File: config.mk
export PLATFORM = sky130hd
export DESIGN_NAME = uart_tx
export DESIGN_NICKNAME = d
export VERILOG_FILES = /design/src/rtl/uart_pkg.sv /design/src/rtl/uart_baud_cnt.sv /design/src/rtl/uart_tx.sv
export SDC_FILE = /design/constraint.sdc
export NUM_CORES = 1
export LEC_CHECK = 0
export BUFFER_PORTS_ARGS = -buffer_cell sky130_fd_sc_hd__buf_2
export CORE_MARGIN = 10
export CORE_UTILIZATION = 25
export CTS_CLUSTER_DIAMETER = 30
export CTS_CLUSTER_SIZE = 16
export DETAILED_ROUTE_END_ITERATION = 6
export GPL_TIMING_DRIVEN = 0
export PLACE_DENSITY = 0.44
export SETUP_SLACK_MARGIN = 0.02
export SYNTH_ARGS = -nofsm -noshare
export SYNTH_HDL_FRONTEND = slang
export SYNTH_HIERARCHICAL = 1
export SYNTH_SLANG_ARGS = --single-unit
File: constraint.sdc
create_clock -name system_clk -period 3.8 [get_ports system_clk]
set_clock_uncertainty 0.05 [all_clocks]
set_input_delay 0.38 -clock system_clk [delete_from_list [all_inputs] [get_ports system_clk]]
set_output_delay 0.38 -clock system_clk [all_outputs]
set_load 0.05 [all_outputs]
File: src/rtl/uart_pkg.sv
`default_nettype none
// ============================================================================
// uart_pkg : shared UART types, parity modes and baud divisor helper
// Rev 1.0
// ============================================================================
package uart_pkg;

    typedef enum logic [2:0] {
        ST_IDLE   = 3'd0,
        ST_START  = 3'd1,
        ST_DATA   = 3'd2,
        ST_PARITY = 3'd3,
        ST_STOP   = 3'd4
    } tx_state_t;

    localparam int PAR_NONE = 0;
    localparam int PAR_ODD  = 1;
    localparam int PAR_EVEN = 2;

    function automatic int calc_baud_cnt_max(input int clk_hz, input int bps);
        return clk_hz / bps;
    endfunction

endpackage
`default_nettype wire

File: src/rtl/uart_baud_cnt.sv
`default_nettype none
// ============================================================================
// uart_baud_cnt : enable-gated modulo-CNT_MAX counter, tick on the last count
// Rev 1.0
// ============================================================================
module uart_baud_cnt #(
    parameter int CNT_MAX = 16
) (
    input  logic clk,
    input  logic rst,
    input  logic en,
    output logic tick
);

    logic [15:0] cnt;
    logic        at_max;

    assign at_max = (cnt == 16'(CNT_MAX - 1));
    assign tick   = en && at_max;

    always_ff @(posedge clk) begin
        if (rst || !en) begin
            cnt <= 16'd0;
        end else if (at_max) begin
            cnt <= 16'd0;
        end else begin
            cnt <= cnt + 16'd1;
        end
    end

endmodule
`default_nettype wire

File: src/rtl/uart_tx.sv
`default_nettype none
// ============================================================================
// uart_tx : async serial transmitter, 8 data bits LSB first, opt. parity
// Rev 1.0
// ============================================================================
module uart_tx
    import uart_pkg::*;
#(
    parameter int uart_bps  = 9600,
    parameter int clk_freq  = 50000000,
    parameter int PARITY    = 0,
    parameter int STOP_BITS = 1
) (
    input  logic       system_clk,
    input  logic       system_rst,
    input  logic [7:0] pi_data,
    input  logic       pi_flag,
    output logic       tx_ready,
    output logic       tx,
    output logic       tx_done
);

    localparam int BAUD_CNT_MAX = calc_baud_cnt_max(clk_freq, uart_bps);

    if (BAUD_CNT_MAX < 2 || BAUD_CNT_MAX > 65535) begin : g_bad_baud
        $error("uart_tx: BAUD_CNT_MAX out of range 2..65535");
    end
    if (PARITY < PAR_NONE || PARITY > PAR_EVEN) begin : g_bad_parity
        $error("uart_tx: PARITY must be 0, 1 or 2");
    end
    if (STOP_BITS < 1 || STOP_BITS > 2) begin : g_bad_stop
        $error("uart_tx: STOP_BITS must be 1 or 2");
    end

    tx_state_t  state, state_n;
    logic [7:0] shift, shift_n;
    logic [2:0] bit_cnt, bit_cnt_n;
    logic       stop_cnt, stop_cnt_n;
    logic       parity_bit, parity_n;
    logic       tx_n, ready_n, done_n;
    logic       bit_tick;

    uart_baud_cnt #(
        .CNT_MAX (BAUD_CNT_MAX)
    ) u_baud_cnt (
        .clk  (system_clk),
        .rst  (system_rst),
        .en   (state != ST_IDLE),
        .tick (bit_tick)
    );

    always_ff @(posedge system_clk) begin
        if (system_rst) begin
            state      <= ST_IDLE;
            shift      <= 8'd0;
            bit_cnt    <= 3'd0;
            stop_cnt   <= 1'b0;
            parity_bit <= 1'b0;
            tx         <= 1'b1;
            tx_ready   <= 1'b1;
            tx_done    <= 1'b0;
        end else begin
            state      <= state_n;
            shift      <= shift_n;
            bit_cnt    <= bit_cnt_n;
            stop_cnt   <= stop_cnt_n;
            parity_bit <= parity_n;
            tx         <= tx_n;
            tx_ready   <= ready_n;
            tx_done    <= done_n;
        end
    end

    // Outputs are computed one edge ahead so tx/tx_ready/tx_done stay registered.
    always_comb begin
        state_n    = state;
        shift_n    = shift;
        bit_cnt_n  = bit_cnt;
        stop_cnt_n = stop_cnt;
        parity_n   = parity_bit;
        tx_n       = tx;
        ready_n    = tx_ready;
        done_n     = 1'b0;
        case (state)
            ST_IDLE: begin
                if (pi_flag) begin
                    state_n   = ST_START;
                    shift_n   = pi_data;
                    parity_n  = (PARITY == PAR_ODD) ? ~(^pi_data) : (^pi_data);
                    bit_cnt_n = 3'd0;
                    tx_n      = 1'b0;
                    ready_n   = 1'b0;
                end
            end
            ST_START: begin
                if (bit_tick) begin
                    state_n   = ST_DATA;
                    tx_n      = shift[0];
                    shift_n   = shift >> 1;
                    bit_cnt_n = 3'd0;
                end
            end
            ST_DATA: begin
                if (bit_tick) begin
                    if (bit_cnt == 3'd7) begin
                        stop_cnt_n = 1'b0;
                        if (PARITY != PAR_NONE) begin
                            state_n = ST_PARITY;
                            tx_n    = parity_bit;
                        end else begin
                            state_n = ST_STOP;
                            tx_n    = 1'b1;
                        end
                    end else begin
                        bit_cnt_n = bit_cnt + 3'd1;
                        tx_n      = shift[0];
                        shift_n   = shift >> 1;
                    end
                end
            end
            ST_PARITY: begin
                if (bit_tick) begin
                    state_n    = ST_STOP;
                    stop_cnt_n = 1'b0;
                    tx_n       = 1'b1;
                end
            end
            ST_STOP: begin
                if (bit_tick) begin
                    if (stop_cnt == 1'(STOP_BITS - 1)) begin
                        state_n = ST_IDLE;
                        ready_n = 1'b1;
                        done_n  = 1'b1;
                    end else begin
                        stop_cnt_n = 1'b1;
                    end
                end
            end
            default: begin
                state_n = ST_IDLE;
                tx_n    = 1'b1;
                ready_n = 1'b1;
            end
        endcase
    end

endmodule
`default_nettype wire

== Yosys cells after proc, flatten, opt, wreduce, memory -nomap -nowiden ==
Index checks and enable logic that the tools add are counted.
Cells by class
  add/subtract/negate cells: 2
  equal/unequal tests: 14
  mux-type cells: 34
  bitwise logic cells: 3
  reduce and logical (&&, ||, !) cells: 15
Operators with widths (number)
  3-bit two-way mux: 11
  8-bit two-way mux: 4
  8-bit case mux with 3 select lines: 1
  16-bit by 1-bit adder with 16-bit output, second input constant: 1
  16-bit by 13-bit == test with 1-bit output, second input constant: 1
  2-bit inequality test, second input constant: 8
  3-bit case mux with 5 select lines: 1
  5-bit AND reduction: 3
  1-bit two-way mux: 13
  3-bit case mux with 3 select lines: 1
  3-bit nonzero test: 3
  7-bit AND reduction: 1
  3-bit by 2-bit == test with 1-bit output, second input constant: 2
  3-bit == test, second input constant: 2
  1-bit case mux with 3 select lines: 2
  3-bit OR reduction: 2
  1-bit case mux with 5 select lines: 1
  4-bit AND reduction: 1
  3-bit by 1-bit adder with 3-bit output, second input constant: 1
  3-bit by 1-bit == test with 1-bit output, second input constant: 1
  3-bit logical NOT: 1
  1-bit NOT: 3
  2-bit OR reduction: 1
  1-bit logical AND: 1
  other kinds (2): 2
Storage, ports and cells
  bits in registers: 34
  input bits: 11
  output and inout bits: 3
  logic and storage cells: 76

== Logic depth before layout (Yosys ltp) ==
  word-level depth: 4
  mapped depth: 9
  depth with buffers taken out: 8

== Modules after synthesis ==
Netlist, hierarchy kept.
By module, submodules not included
  uart_tx: times used 1, cells an instance 88, area an instance 902.1 um^2, seq. area each 340.3 um^2
  uart_baud_cnt: times used 1, cells an instance 83, area an instance 802.0 um^2, seq. area each 320.3 um^2

== Worst setup path after synthesis ==
OpenSTA, ideal clock, no wires.
  path type: reg2reg
  start: register u_baud_cnt.cnt[0]
  end: register shift[0]
  setup time: 0.079 ns
  arrival time: 1.870 ns
  required time: 3.671 ns
  slack: 1.801 ns
  cell stages (with the launch flop): 10
  path buffers: 1
  clock period less this slack: 1.999 ns
  path through: dfxtp_1 ha_1 and4b_1 and4_1 and2_1 nand3b_1 a31oi_4 buf_4 nor2_1 a211oi_2
Between the ends
  longest elaborated chain between the ends: 4
  elaborated cells between the ends (all ways): 5
  those cells by class: eq/ne (3); reduce/logical (2)
Ends and longest elaborated chain
  start, declared: RTL line uart_baud_cnt.sv:15  | logic [15:0] cnt;
  start signal, assigned: RTL line uart_baud_cnt.sv:27  | cnt <= cnt + 16'd1;
  16-bit by 13-bit == test with 1-bit output (*): RTL line uart_baud_cnt.sv:18  | assign at_max = (cnt == 16'(CNT_MAX - 1));
  1-bit logical AND (*): RTL line uart_baud_cnt.sv:19  | assign tick = en && at_max;
  net bit_tick: RTL line uart_tx.sv:41  | logic bit_tick;
  2-bit inequality test (no source line)
  5-bit AND reduction (no source line) (*)
  end signal, assigned: RTL line uart_tx.sv:64  | shift <= shift_n;
  end, declared: RTL line uart_tx.sv:36  | logic [7:0] shift, shift_n;
Mark *: on every way through the listed nets, which the timed path passes. The rest lies on a longest branch.
A chain may end at the register's enable or synchronous reset.

== Worst setup path in the final report ==
  start: register u_baud_cnt.cnt[0]
  end: register shift[5]
Same word-level chain as after synthesis.

==> flow_metrics.py <==
metrics = {
    "status": {
        "status": "completed",
    },
    "global_routing": {
        "grt-busiest-layer": "met2",
        "grt_util_met3_pct": 2.35,
        "grt_pass1_vias": 1210,
        "met1_usage_pct": 9.08,
        "track_usage_pct": 7.12,
        "grt_util_met2_pct": 10.6,
        "grt_pass1_wl_um": 5910,
        "gr-total-overflow": 0,
        "grt_max_degree": 12,
        "antenna_found_initial": 0,
    },
    "final_layout": {
        "drive_gt1_share_pct": 26.6,
        "layout_common_cells": "dfxtp_1, nor2_1, buf_2",
        "final_common_cell": "dfxtp_1",
        "area_growth_pct": 14.8,
        "fin_nets": 205,
        "seq_area_um2": 661,
        "nFillCells": 714,
        "diodes": 0,
        "multiInputGateArea_um2": 941,
    },
    "setup_path": {
        "rrSetupSlack_ns": 1.49,
        "path_max_fanout": 10,
        "start_kind": "flop",
        "cp_slowest_cell": "dfxtp_1",
        "critical_path.top_delay_family": "simple AND/OR/NAND/NOR gates",
        "r2r_start": "u_baud_cnt/cnt[0]$_SDFF_PP0_",
        "worstSetupPathType": "reg2reg",
        "cp_slowest_stage_delay_ns": 0.37,
        "worstPathCellList": "ha_1, and4b_1, and4_1, and2_1, nand3b_1, a31oi_4, buf_4, nor2_1, a211oi_2",
        "crit_buf_inv": 1,
        "reg2reg_depth": 9,
        "crit_required_ns": 3.96,
        "worstPathArrival_ns": 2.47,
        "end_kind": "flop",
        "reg2reg_to": "shift[5]$_SDFFE_PP0P_",
    },
    "synth": {
        "ys_ff_latch": 33,
        "syn-num-nets": 185,
        "ys_seq_area_share_pct": 38.8,
        "synth_edf_count": 0,
        "syn_area_um2": 1700,
        "yosysWarnings": 6,
        "syn_avg_cell_area_um2": 9.97,
        "syn-instance-count": 171,
        "async_flop_share_pct": 0,
        "ys_types": 45,
        "synth_ff_type": "dfxtp_1",
    },
    "timing": {
        "max_freq_ghz": 0.433,
        "tightest_slew_ns": 0.597,
        "finalHoldViolations": 0,
        "tns_ns": 0,
        "finalCriticalPeriod_ns": 2.31,
        "period_share_pct": 60.7,
        "setup_viol": 0,
        "slew_headroom_pct": 60.2,
        "slew_viol_final": 0,
        "rsz0062_at_grt": "no",
    },
    "detailed_routing": {
        "via_per_inst": 4.42,
        "vias": 1201,
        "ant_nets": 0,
        "drc": 0,
        "firstDrtPassIters": 5,
        "avgRoutedWirePerCell_um": 12.4,
        "dr.first_iter.drc_count": 40,
        "routed_wl_um": 3370,
    },
    "die": {
        "core_area_um2": 6720,
        "die_w_um": 103,
        "die-area_um2": 10500,
        "initial_core_util_pct": 25.4,
        "die_h_um": 103,
        "ios": 14,
        "rows": 30,
    },
    "pwr": {
        "power_mw": 0.707,
        "ir_drop_mv": 0.126,
        "power_density_nw_per_um2": 362,
        "power_frac_clock_pct": 36.6,
        "p_leak_nw": 0.632,
        "p_int_mw": 0.520,
        "p_sw_share_pct": 26.5,
        "pwr-share-seq_pct": 51.5,
        "pwr-share-comb_pct": 11.9,
        "p_switching_mw": 0.187,
    },
    "worst_hold_path": {
        "min_from": "pi_data[7]",
        "holdPathEnd": "shift[7]$_SDFFE_PP0P_",
        "hold_class": "in2reg",
        "whs_path_depth": 3,
    },
    "clocking": {
        "path_clk_slew_ns": 0.07,
        "clk_latency_ns": 0.28,
        "cts-root-buf": "clkbuf_8",
        "cts_hold_buffers": 0,
        "clockBufferDepth": 2,
        "htreeDepth": 2,
        "cts_tree": "built",
        "cts_made_buffers": 5,
        "post_cts_buffers": 0,
        "ctsResizeCount": 0,
        "clock-sinks": 33,
    },
    "place": {
        "gp_congestion": 0.712,
        "port_buffers": 13,
        "dp_hpwl_um": 2390,
    },
    "job": {
        "drv_cap": 0,
    },
}
registers in the layout, summed over array words and instances (netlist names):
name,cells
u_baud_cnt/cnt,16
tx_done,1
state,3
tx,1
tx_ready,1
shift,8
bit_cnt,3
area by class of cell:
type,count,share of cell area [%]
Clock inverter,3,0.896
Multi-Input combinational cell,123,48.1
Buffer,9,4.09
Tap cell,80,5.12
Clock buffer,5,3.52
Inverter,6,1.15
Timing Repair Buffer,13,3.33
Sequential cell,33,33.8
cells by family after synthesis:
| group | share of synthesized area, % |
|---|---|
| multiplexers | 4.11 |
| XOR/XNOR | 8.15 |
| adder cells (fa/ha/maj) | 2.20 |
| flip-flops | 38.8 |
| AO/OA/AOI/OAI | 12.2 |
| buffers and inverters | 6.02 |
| AND/OR/NAND/NOR | 28.6 |
routing by layer:
layer  share of wire (%)  up-vias
li1                    -      642
met1                  52      541
met2                  43       13
met3                 3.9        5
met4                 1.5        0
met5                   0        -
how the worst max path moves through the flow:
stage	end	from	cells after the start
after detailed placement	shift[0]$_SDFFE_PP0P_	u_baud_cnt/cnt[0]$_SDFF_PP0_	9
after floorplan	shift[0]$_SDFFE_PP0P_	u_baud_cnt/cnt[0]$_SDFF_PP0_	9
final	shift[5]$_SDFFE_PP0P_	u_baud_cnt/cnt[0]$_SDFF_PP0_	9
after global routing	bit_cnt[1]$_SDFFE_PP0P_	u_baud_cnt/cnt[0]$_SDFF_PP0_	9
after CTS	shift[5]$_SDFFE_PP0P_	u_baud_cnt/cnt[0]$_SDFF_PP0_	9
after global placement	shift[7]$_SDFFE_PP0P_	u_baud_cnt/cnt[0]$_SDFF_PP0_	9
metrics by stage:
step	hold slack [ns]	instance area (um2)	setup WS (ns)	util [%]	std cells
after floorplan	0.377	1700	1.80	-	171
after global placement	0.394	1870	1.47	27.8	264
after detailed placement	0.395	1870	1.49	27.8	264
after CTS	0.286	1960	1.47	29.1	272
after global routing	0.285	1960	1.26	29.1	272
final	0.291	1960	1.49	29.1	272
power groups by stage:
stage          Clock, mW  Sequential [mW]  Combinational [mW]
5_1_grt            0.287            0.366              0.0924
2_1_floorplan          0            0.377              0.0608
3_5_place_dp           0            0.372              0.0854
6_report           0.259            0.364              0.0841
3_3_place_gp           0            0.372              0.0854
4_1_cts            0.273            0.364              0.0856
synthesized netlist by cell type, drive strengths merged, types with 2 or more instances:
cell | instances | area [um2]
nand3 | 6 | 30.0
nand3b | 2 | 15.0
nand4 | 5 | 31.3
or3b | 2 | 20.0
inv | 6 | 22.5
nand2 | 5 | 18.8
nor4b | 2 | 23.8
ha | 3 | 37.5
nor3 | 5 | 25.0
a21oi | 6 | 30.0
or3 | 3 | 18.8
mux2i | 7 | 70.1
nor2 | 30 | 194
dfxtp | 33 | 661
a211oi | 9 | 103
nand2b | 5 | 31.3
nor4 | 4 | 25.0
xor2 | 2 | 17.5
buf | 7 | 72.6
xnor2 | 13 | 121
clkbuf | 2 | 7.51
worst min-delay path, stage by stage:
cell     delay, ns
buf_2         0.09
nand2_1       0.05
a21oi_1       0.05
No activity file was read; power rests on OpenSTA's default activity.
